===== src/rtl/fpu_pkg.sv =====
// fpu_pkg: shared types and constants for the FPU result capture path
package fpu_pkg;
  typedef struct packed {
    logic [31:0] data;
    logic [3:0]  status;
    logic        flag;
  } res_entry_t;
  localparam int RES_FIFO_DEPTH = 8;
endpackage


===== src/rtl/fpu_res_fifo.sv =====
// fpu_res_fifo: synchronous FIFO of result entries with valid/ready read side
module fpu_res_fifo
  import fpu_pkg::*;
#(
  parameter int DEPTH = RES_FIFO_DEPTH,
  localparam int AW = $clog2(DEPTH),
  localparam int LW = AW + 1
) (
  input  logic          clock100KHz,
  input  logic          reset,
  input  logic          wr_en,
  input  res_entry_t    wr_entry,
  input  logic          rd_ready,
  output logic          rd_valid,
  output res_entry_t    rd_entry,
  output logic [LW-1:0] level,
  output logic          full,
  output logic          wr_drop
);
  res_entry_t mem [DEPTH];
  logic [AW-1:0] wr_ptr, rd_ptr;
  logic pop, push;
  assign rd_valid = level != '0;
  assign full     = level == LW'(DEPTH);
  assign pop      = rd_valid & rd_ready;
  // A full FIFO still accepts a write when the head leaves in the same cycle
  assign push     = wr_en & (~full | pop);
  assign wr_drop  = wr_en & ~push;
  assign rd_entry = mem[rd_ptr];
  always_ff @(posedge clock100KHz)
    if (push) mem[wr_ptr] <= wr_entry;
  always_ff @(posedge clock100KHz) begin
    if (reset) begin
      wr_ptr <= '0;
      rd_ptr <= '0;
      level  <= '0;
    end else begin
      if (push) wr_ptr <= wr_ptr + 1'b1;
      if (pop) rd_ptr <= rd_ptr + 1'b1;
      level <= push && !pop ? level + 1'b1 : pop && !push ? level - 1'b1 : level;
    end
  end
endmodule


===== src/rtl/fpu_result_capture.sv =====
// fpu_result_capture: captures each changed FPU result tuple into a FIFO
module fpu_result_capture
  import fpu_pkg::*;
#(
  parameter int DEPTH = RES_FIFO_DEPTH
) (
  input  logic                     clock100KHz,
  input  logic                     reset,
  input  logic [31:0]              data_in,
  input  logic [3:0]               status_in,
  input  logic                     flag_in,
  input  logic                     capture_en,
  input  logic                     rd_ready,
  output logic                     rd_valid,
  output logic [31:0]              rd_data,
  output logic [3:0]               rd_status,
  output logic                     rd_flag,
  output logic [$clog2(DEPTH):0]   level,
  output logic                     full,
  output logic [7:0]               drop_count
);
  res_entry_t cur, last_q, head;
  logic is_new, wr_drop;
  assign cur    = '{data: data_in, status: status_in, flag: flag_in};
  assign is_new = cur != last_q;
  assign rd_data   = head.data;
  assign rd_status = head.status;
  assign rd_flag   = head.flag;
  fpu_res_fifo #(.DEPTH(DEPTH)) u_fifo (
    .clock100KHz(clock100KHz),
    .reset      (reset),
    .wr_en      (is_new & capture_en),
    .wr_entry   (cur),
    .rd_ready   (rd_ready),
    .rd_valid   (rd_valid),
    .rd_entry   (head),
    .level      (level),
    .full       (full),
    .wr_drop    (wr_drop)
  );
  // Last sample updates regardless of capture_en so masked changes are never replayed
  always_ff @(posedge clock100KHz) begin
    if (reset) begin
      last_q     <= '0;
      drop_count <= '0;
    end else begin
      last_q <= cur;
      if (wr_drop && drop_count != 8'hFF) drop_count <= drop_count + 1'b1;
    end
  end
endmodule


===== config.mk =====
export PLATFORM = sky130hd
export DESIGN_NAME = fpu_result_capture
export DESIGN_NICKNAME = d
export VERILOG_FILES = /design/src/rtl/fpu_pkg.sv /design/src/rtl/fpu_res_fifo.sv /design/src/rtl/fpu_result_capture.sv
export SDC_FILE = /design/constraint.sdc
export NUM_CORES = 1
export LEC_CHECK = 0
export CORE_MARGIN = 1.5
export CORE_UTILIZATION = 55
export DETAILED_ROUTE_END_ITERATION = 16
export PLACE_DENSITY = 0.85
export SLEW_MARGIN = 5
export SYNTH_ARGS = -nofsm -noshare
export SYNTH_HDL_FRONTEND = slang
export SYNTH_HIERARCHICAL = 1
export SYNTH_SLANG_ARGS = --single-unit

===== constraint.sdc =====
create_clock -name clock100KHz -period 7.7 [get_ports clock100KHz]
set_clock_uncertainty 0.1 [all_clocks]
set_input_delay 1.54 -clock clock100KHz [delete_from_list [all_inputs] [get_ports clock100KHz]]
set_output_delay 1.54 -clock clock100KHz [all_outputs]
set_load 0.05 [all_outputs]

==> reports/metrics.yaml, run 1 <==
clock_network:
  cts-root-buf: "clkbuf_16"
  cts-buffers-inserted: 36
  cts.path.max_buffers: 3
  hold_buffers: 0
  insertion_delay_ns: 0.51
  clock-sinks: 354
  cts_tree: "yes"
  cts_resized: 0
  cts_setup_buffers: 0
  clkTransAtPathRegs_ns: 0.06
  htree_levels: 2
worst_setup_path:
  regToRegSetupSlack_ns: 4.02
  crit_arrival_ns: 3.76
  required_ns: 6.06
  path_class: "reg2out"
  start_kind: "register"
  worst_setup_path_end_kind: "primary output"
  worst_r2r_endpoint: "u_fifo/level[3]"
  r2r_start: "last_q[35]"
  cpPeakStageDelay_ns: 1.01
  cp_max_fo: 50
  reg2regPathDepth: 12
  crit_path_cell_trace: "buf_4 -> mux4_2 -> mux2_2 -> clkdlybuf4s50_1"
  crit_slowest_cell: "dfxtp_4"
synth:
  seq_area_frac_synth_pct: 74.2
  synth_xor_area_share_pct: 3.10
  synth_fp_nets: 716
  mappedNetlistArea_sq_mm: 0.0135
  synth_seq_cells: 354
  synth_warnings: 6
  synth_top_family_by_area: "multiplexers"
  synth-simple-area-share_pct: 4.18
  synth_fa_ha_area_share_pct: 0.702
  avgSynthCellArea_sq_um: 20.3
  synth_compound_area_share_pct: 0.915
  synth.area.mux_share_pct: 15.7
  yosysUniqueCellTypes: 41
  synthCells: 668
timing:
  relSlewSlack_pct: 30.0
  finalMaxSlewViolations: 0
  rsz0062_at_grt: "false"
  period_share_pct: 70.1
  hold_violations: 0
  fmax_mhz: 185
  setup_viol: 0
  fin_tns_setup_ns: 0
  holdWs_ns: 0.411
  period_needed_ns: 5.40
  worst_slew_pin_slew_ns: 1.04
detailed_routing:
  via_per_inst: 5.97
  totalWireLength_microns: 27900
  drcViolationCount: 0
  ant_nets: 0
  drt_iter0_drc: 787
  first_pass_iters: 6
  routedWlPerCell_microns: 24.6
  vias: 6754
floorplan:
  dieHeight_microns: 160
  pin_count: 92
  dieArea_sq_mm: 0.0256
  fp.coreArea_sq_mm: 0.0242
  rows: 57
  initial_utilization_pct: 55.9
  die_w_microns: 160
power:
  power.density_mw_per_mm2: 334
  leakagePower_nw: 5.23
  ir_drop_mv: 0.217
placed_design:
  port_buffers: 91
  hpwl_microns: 15800
  place.gp.congestion: 0.764
global_routing:
  grt_antenna_before_repair: 0
  grt_pass1_vias: 7123
  grt_pass1_wl_microns: 42400
  grt_overflow_total: 0
  grt_max_degree: 59
  grtUsageTotal_pct: 22.3
cells_and_area:
  num_antenna_cells: 0
  layout_common_cells: "edfxtp_1 (296), clkdlybuf4s50_1 (90), mux4_2 (74), dfxtp_1 (55), xor2_1 (44)"
  drive_gt1_share_pct: 23.9
  num-nets-final: 830
  syn_to_final_growth_pct: 18.4
  mostFrequentLayoutCell: "edfxtp_1"
job:
  cap_violations: 0
hold_path:
  hold_depth: 2
  min_from: "u_fifo/rd_ptr[1]"
  hp-class: "reg2reg"
outcome:
  status: "finished, final reports clean"
==> logic make-up (layout without fill, tap and decap cells) <==
logic type / after synthesis / after routing
DFF: 354 / 354
buffers and inverters: 29 / 169
muxes: 115 / 115
and+or+nand+nor: 99 / 99
xor gates and xnor gates: 48 / 48
AOI/OAI and AO/OA: 16 / 16
adders and majority gates: 7 / 7
==> how the worst max path moves through the flow <==
stage | from | to
final | register | rd_status[2]
after global routing | register | rd_status[2]
after CTS | register | rd_status[2]
after detailed placement | data_in[28] | u_fifo/level[3]
after global placement | data_in[28] | u_fifo/level[3]
after floorplan | data_in[13] | u_fifo/mem[0][0]
==> Yosys cell counts <==
master / number / share of area, %
nor3b_1: 1 / 0.055
a21oi_2: 1 / 0.065
xnor2_1: 4 / 0.26
mux4_2: 74 / 12
buf_2: 2 / 0.074
nand4_2: 1 / 0.092
o211ai_1: 3 / 0.17
o21a_4: 1 / 0.11
mux2_1: 1 / 0.083
o21ai_0: 1 / 0.037
nand2_1: 4 / 0.11
nor2_1: 24 / 0.67
buf_6: 7 / 0.58
mux2i_1: 3 / 0.22
and2_1: 1 / 0.046
or4b_4: 1 / 0.10
mux2_2: 37 / 3.1
inv_1: 2 / 0.055
dfxtp_1: 58 / 8.6
ha_1: 6 / 0.55
a211oi_1: 1 / 0.055
or4_1: 2 / 0.11
and4_1: 1 / 0.065
nor4_1: 8 / 0.37
fa_1: 1 / 0.15
nand4_1: 2 / 0.092
o31a_1: 1 / 0.065
o211ai_2: 1 / 0.092
o21ai_1: 1 / 0.037
xor2_1: 44 / 2.8
nand2b_4: 1 / 0.10
nand3_1: 5 / 0.18
nor2b_1: 39 / 1.8
edfxtp_1: 296 / 66
clkbuf_1: 18 / 0.50
a31oi_1: 1 / 0.046
and3_1: 2 / 0.092
a21oi_1: 3 / 0.11
o2111ai_1: 2 / 0.13
nor3_1: 3 / 0.11
nand2b_1: 4 / 0.18
==> flip-flops by register name, summed over array words and instances, names as in the netlist, named ones only <==
| register | cells |
|---|---|
| u_fifo/rd_ptr | 3 |
| u_fifo/wr_ptr | 3 |
| last_q | 37 |
| u_fifo/level | 4 |
| u_fifo/mem | 296 |
| drop_count | 8 |
==> final cells by class <==
| cell class | instances | area [sq um] |
|---|---|---|
| Sequential cell | 354 | 10100 |
| Clock buffer | 58 | 1090 |
| Inverter | 2 | 7.51 |
| Timing Repair Buffer | 103 | 996 |
| Tap cell | 324 | 405 |
| Fill cell | 1506 | 8210 |
| Clock inverter | 6 | 91.3 |
| Multi-Input combinational cell | 285 | 3390 |
==> report_power, final <==
part,switching [mW],total (mW),internal (mW)
Combinational,0.742,1.34,0.601
Clock,0.676,1.72,1.04
Sequential,0.128,2.29,2.17
Total,1.55,5.35,3.81
==> through the flow <==
stage / total power [mW] / std cells / setup WS [ns] / utilization [%] / cell area [sq um]
after floorplan: 3.30 / 668 / 2.31 / - / 13500
after detailed placement: 3.67 / 1068 / 2.19 / 61.2 / 14900
final: 5.35 / 1132 / 2.30 / 66.1 / 16000
after global routing: 5.52 / 1132 / 2.05 / 66.1 / 16000
after CTS: 5.39 / 1132 / 2.20 / 66.1 / 16000
after global placement: 3.64 / 1068 / 2.48 / 61.2 / 14900
==> critical path: cells and delay by family (launching register included) <==
family,cells,cell delay [ns]
buffers and inverters,2,1.32
muxes,2,0.90
DFF,1,1.01
==> routing by layer <==
| layer | track usage (%) | share of wire (%) | vias up | wire, microns |
|---|---|---|---|---|
| li1 | - | - | 2879 | - |
| met1 | 29.4 | 39 | 3474 | 10800 |
| met2 | 37.2 | 50 | 336 | 14000 |
| met3 | 5.22 | 8.6 | 65 | 2390 |
| met4 | 6.97 | 2.5 | 0 | 693 |
| met5 | 0 | 0 | - | 0 |
Note: power is estimated with default switching activity, not from simulation.
==> inputs of run 2 (changes only) <==
CORE_UTILIZATION = 53   (was 55)
PLACE_DENSITY = 0.86   (was 0.85)
clock period = 4.63 ns   (was 7.7 ns; I/O delays follow)
==> run 2 against run 1 <==
Net effect:
- count of clock-buffer cells in the layout shrank 11
- core utilization shrank 1.3 points
- global-route usage shrank 0.46 points
- sequential cell count is the same
- clock power grew 56%
- die area grew 3.7%
- routed wire length grew 1.1%
- combinational power grew 78%
- critical path depth is the same
- power grew 64%
- cell count grew 2.7%
- critical endpoint is now rd_data[18]
- largest power group unchanged
==> reports/metrics.yaml, run 2 (synthesized netlist as in run 1, its figures left out) <==
floorplan:
  fp.coreArea_sq_mm: 0.0251
  dieHeight_microns: 163
  initial_utilization_pct: 53.9
  die_w_microns: 163
  dieArea_sq_mm: 0.0265
  pin_count: 92
  rows: 58
clock_network:
  hold_buffers: 0
  insertion_delay_ns: 0.51
  cts_setup_buffers: 0
  clock-sinks: 354
  htree_levels: 2
  cts.path.max_buffers: 3
  cts_resized: 0
  cts_tree: "yes"
  cts-buffers-inserted: 35
  cts-root-buf: "clkbuf_16"
  clkTransAtPathRegs_ns: 0.06
global_routing:
  grtUsageTotal_pct: 21.8
  grt_antenna_before_repair: 1
  grt_max_degree: 59
  grt_pass1_wl_microns: 42400
  grt_pass1_vias: 7053
  grt_overflow_total: 0
cells_and_area:
  top_register: "u_fifo/mem"
  drive_gt1_share_pct: 26.0
  final_cell_area_sq_mm: 0.0163
  multi_input_area_sq_mm: 0.00340
  mostFrequentLayoutCell: "edfxtp_1"
  top_regs: "u_fifo/mem: 296 flops, last_q: 37 flops, drop_count: 8 flops"
  nFillCells: 1637
  final_util_pct: 64.8
  ff_latch_area_sq_mm: 0.0101
  num-nets-final: 854
  layout_common_cells: "edfxtp_1 (296), clkdlybuf4s50_1 (90), mux4_2 (74), dfxtp_1 (55), xor2_1 (44)"
  largest_register_ffs: 296
  syn_to_final_growth_pct: 20.1
detailed_routing:
  first_pass_iters: 6
  vias: 6805
  routedWlPerCell_microns: 24.2
  via_per_inst: 5.86
  drcViolationCount: 0
  totalWireLength_microns: 28200
  ant_nets: 0
  drt_iter0_drc: 636
power:
  power.density_mw_per_mm2: 541
  leakagePower_nw: 5.34
  ir_drop_mv: 0.437
  power_mw: 8.80
placed_design:
  hpwl_microns: 16700
  port_buffers: 91
  place_area_sq_mm: 0.0152
  place.gp.congestion: 0.747
  post-place-ws_ns: 0.205
timing:
  finalMaxSlewViolations: 0
  relSlewSlack_pct: 19.1
  hold_violations: 0
  period_share_pct: 86.2
  setup_viol: 0
  fin_tns_setup_ns: 0
  fmax_mhz: 250
  rsz0062_at_grt: "false"
  worst_slew_pin_slew_ns: 1.21
  period_needed_ns: 3.99
  setup_ws_ns: 0.637
worst_setup_path:
  start_kind: "register"
  cp_max_fo: 29
  crit_arrival_ns: 2.97
  path_class: "reg2out"
  r2r_start: "last_q[33]"
  required_ns: 3.60
  worst_setup_path_end_kind: "primary output"
hold_path:
  min_from: "u_fifo/rd_ptr[1]"
  hp-class: "reg2reg"
outcome:
  status: "finished, final reports clean"
job:
  cap_violations: 0
run 2: where the power goes:
part	total, mW	internal [mW]	switching [mW]
registers	3.72	3.60	0.121
clock network	2.69	1.56	1.13
logic	2.39	1.06	1.33
run 2: layout make-up:
type	count	share of cell area (%)
sequential	354	61.8
multi-input combinational	285	20.9
timing repair buffer	128	8.04
clock buffer	47	5.85
tap	330	2.54
clock inverter	15	0.808
inverter	2	0.0461
antenna	1	0.0154
run 2: metrics by stage:
stage,hold WS [ns],instances
3_3_place_gp,0.369,1099
3_5_place_dp,0.377,1099
2_1_floorplan,0.354,668
6_report,0.380,1162
5_1_grt,0.394,1161
4_1_cts,0.386,1161
run 2: worst paths after layout:
path                      to  slack [ns]  depth (start not counted)
min reg2reg         register        0.38                          2
min                 register        0.38                          2
max reg2reg  u_fifo/level[3]        1.43                         13
max              rd_data[18]        0.64                          4
run 2: worst max-delay path, cell delays in order, from the launching register on:
cell	delay [ns]
dfxtp_4	0.57
buf_12	0.31
mux4_2	0.56
mux2_2	0.30
clkdlybuf4s50_1	0.71
run 2: per-layer routing:
layer  GRT usage, %  vias to the layer above  wire length, microns  share of wire [%]
met1           29.3                     3536                 11200                 40
met3           4.76                       45                  2030                7.2
met4           6.67                        0                   499                1.8
met2           36.0                      285                 14400                 51
met5              0                        -                     0                  0
li1               -                     2939                     -                  -
==> inputs of run 3 (changes only) <==
ABC_CLOCK_PERIOD_IN_PS = 4630   (was default)
MAX_ROUTING_LAYER = met4   (was default)
==> run 3 against run 2 <==
Net effect:
- design area unchanged
- count of clock-buffer cells in the layout stayed put
- register-to-register slack is essentially flat
- power barely moved
- critical endpoint is now rd_data[2]
- global-route usage grew 0.65 points
- highest routed layer unchanged
- non-clock buffer count unchanged
- die area did not move
- sequential cell count unchanged
==> reports/metrics.yaml, run 3 (synthesized netlist as in run 1, its figures left out) <==
power:
  ir_drop_mv: 0.437
  leakagePower_nw: 5.34
  power.density_mw_per_mm2: 541
hold_path:
  min_from: "u_fifo/rd_ptr[1]"
  hold_depth: 2
  hp-class: "reg2reg"
placed_design:
  place.gp.congestion: 0.756
  port_buffers: 91
  hpwl_microns: 16700
  place_area_sq_mm: 0.0152
  place_inst: 1099
detailed_routing:
  first_pass_iters: 5
  totalWireLength_microns: 28000
  vias: 6775
  routedWlPerCell_microns: 24.1
  ant_nets: 0
  via_per_inst: 5.83
  drt_iter0_drc: 569
  drcViolationCount: 0
cells_and_area:
  top_regs: "u_fifo/mem: 296 flops, last_q: 37 flops, drop_count: 8 flops"
  layout_common_cells: "edfxtp_1 (296), clkdlybuf4s50_1 (90), mux4_2 (74), dfxtp_1 (55), xor2_1 (44)"
  final_util_pct: 64.8
  top_register: "u_fifo/mem"
  drive_gt1_share_pct: 26.0
  mostFrequentLayoutCell: "edfxtp_1"
  stdcell_count: 1162
  syn_to_final_growth_pct: 20.1
  num-nets-final: 854
  largest_register_ffs: 296
  final_cell_area_sq_mm: 0.0163
worst_setup_path:
  worst_r2r_endpoint: "u_fifo/level[3]"
  worst_setup_path_end_kind: "primary output"
  start_kind: "register"
  crit_arrival_ns: 2.97
  cp_max_fo: 31
  required_ns: 3.60
  regToRegSetupSlack_ns: 1.43
  path_class: "reg2out"
  reg2regPathDepth: 13
  r2r_start: "last_q[35]"
global_routing:
  grt_antenna_before_repair: 1
  grt_max_degree: 59
  grtUsageTotal_pct: 22.5
  grt_pass1_vias: 7055
  grt_overflow_total: 0
  grt_pass1_wl_microns: 42200
floorplan:
  rows: 58
  initial_utilization_pct: 53.9
  dieHeight_microns: 163
  dieArea_sq_mm: 0.0265
  die_w_microns: 163
  fp.coreArea_sq_mm: 0.0251
  pin_count: 92
timing:
  period_share_pct: 86.2
  fmax_mhz: 250
  fin_tns_setup_ns: 0
  setup_viol: 0
  relSlewSlack_pct: 20.0
  finalMaxSlewViolations: 0
  worst_slew_pin_slew_ns: 1.20
  rsz0062_at_grt: "false"
  period_needed_ns: 3.99
  hold_violations: 0
clock_network:
  cts_tree: "yes"
  cts-buffers-inserted: 35
  clock-sinks: 354
  insertion_delay_ns: 0.51
  cts_resized: 0
  cts_setup_buffers: 0
  cts.path.max_buffers: 3
  hold_buffers: 0
  clkTransAtPathRegs_ns: 0.06
  cts-root-buf: "clkbuf_16"
  htree_levels: 2
outcome:
  status: "finished, final reports clean"
job:
  cap_violations: 0
[run 3: cell counts in the layout (fill, tap and decap cells not counted)]
Identical to the previous run, type by type.
[run 3: critical path, cell delays in order (launching register included)]
cell	delay, ns
dfxtp_4	0.57
buf_12	0.31
mux4_2	0.54
mux2_2	0.28
clkdlybuf4s50_1	0.74
[run 3: routing by layer]
metal	track usage [%]	vias up	wire, microns
met2	36.1	287	14200
met4	6.67	0	541
li1	-	2941	-
met3	4.51	49	2190
met5	-	-	0
met1	29.3	3498	11100
[run 3: how the worst max path moves through the flow]
stage / start / endpoint / slack (ns)
after global placement: data_in[28] / u_fifo/level[3] / 0.36
after CTS: register / rd_data[2] / 0.57
final: register / rd_data[2] / 0.64
after global routing: register / rd_data[2] / 0.50
after detailed placement: data_in[28] / u_fifo/level[3] / 0.20
after floorplan: data_in[13] / u_fifo/mem[2][0] / 0.86
[run 3: where the power goes]
group | leakage (nW) | internal [mW] | switching [mW]
combinational | 1.64 | 1.06 | 1.33
clock | 0.533 | 1.56 | 1.13
sequential | 3.17 | 3.60 | 0.122
total | 5.34 | 6.22 | 2.58
[run 3: final cells by class]
type	count	area, sq um
clock inverters	15	131
multi-input cells	285	3400
flip-flops and latches	354	10100
clock buffers	47	951
repair buffers	128	1310
fillers	1637	8840
inverters	2	7.51
well taps	330	413
diodes	1	2.50
[run 3: per-stage QoR]
stage | setup WS, ns | hold slack, ns | total power [mW]
after global placement | 0.360 | 0.369 | 6.15
after floorplan | 0.855 | 0.354 | 5.48
final | 0.637 | 0.380 | 8.80
after global routing | 0.499 | 0.394 | 9.09
after CTS | 0.573 | 0.386 | 8.87
after detailed placement | 0.205 | 0.377 | 6.19
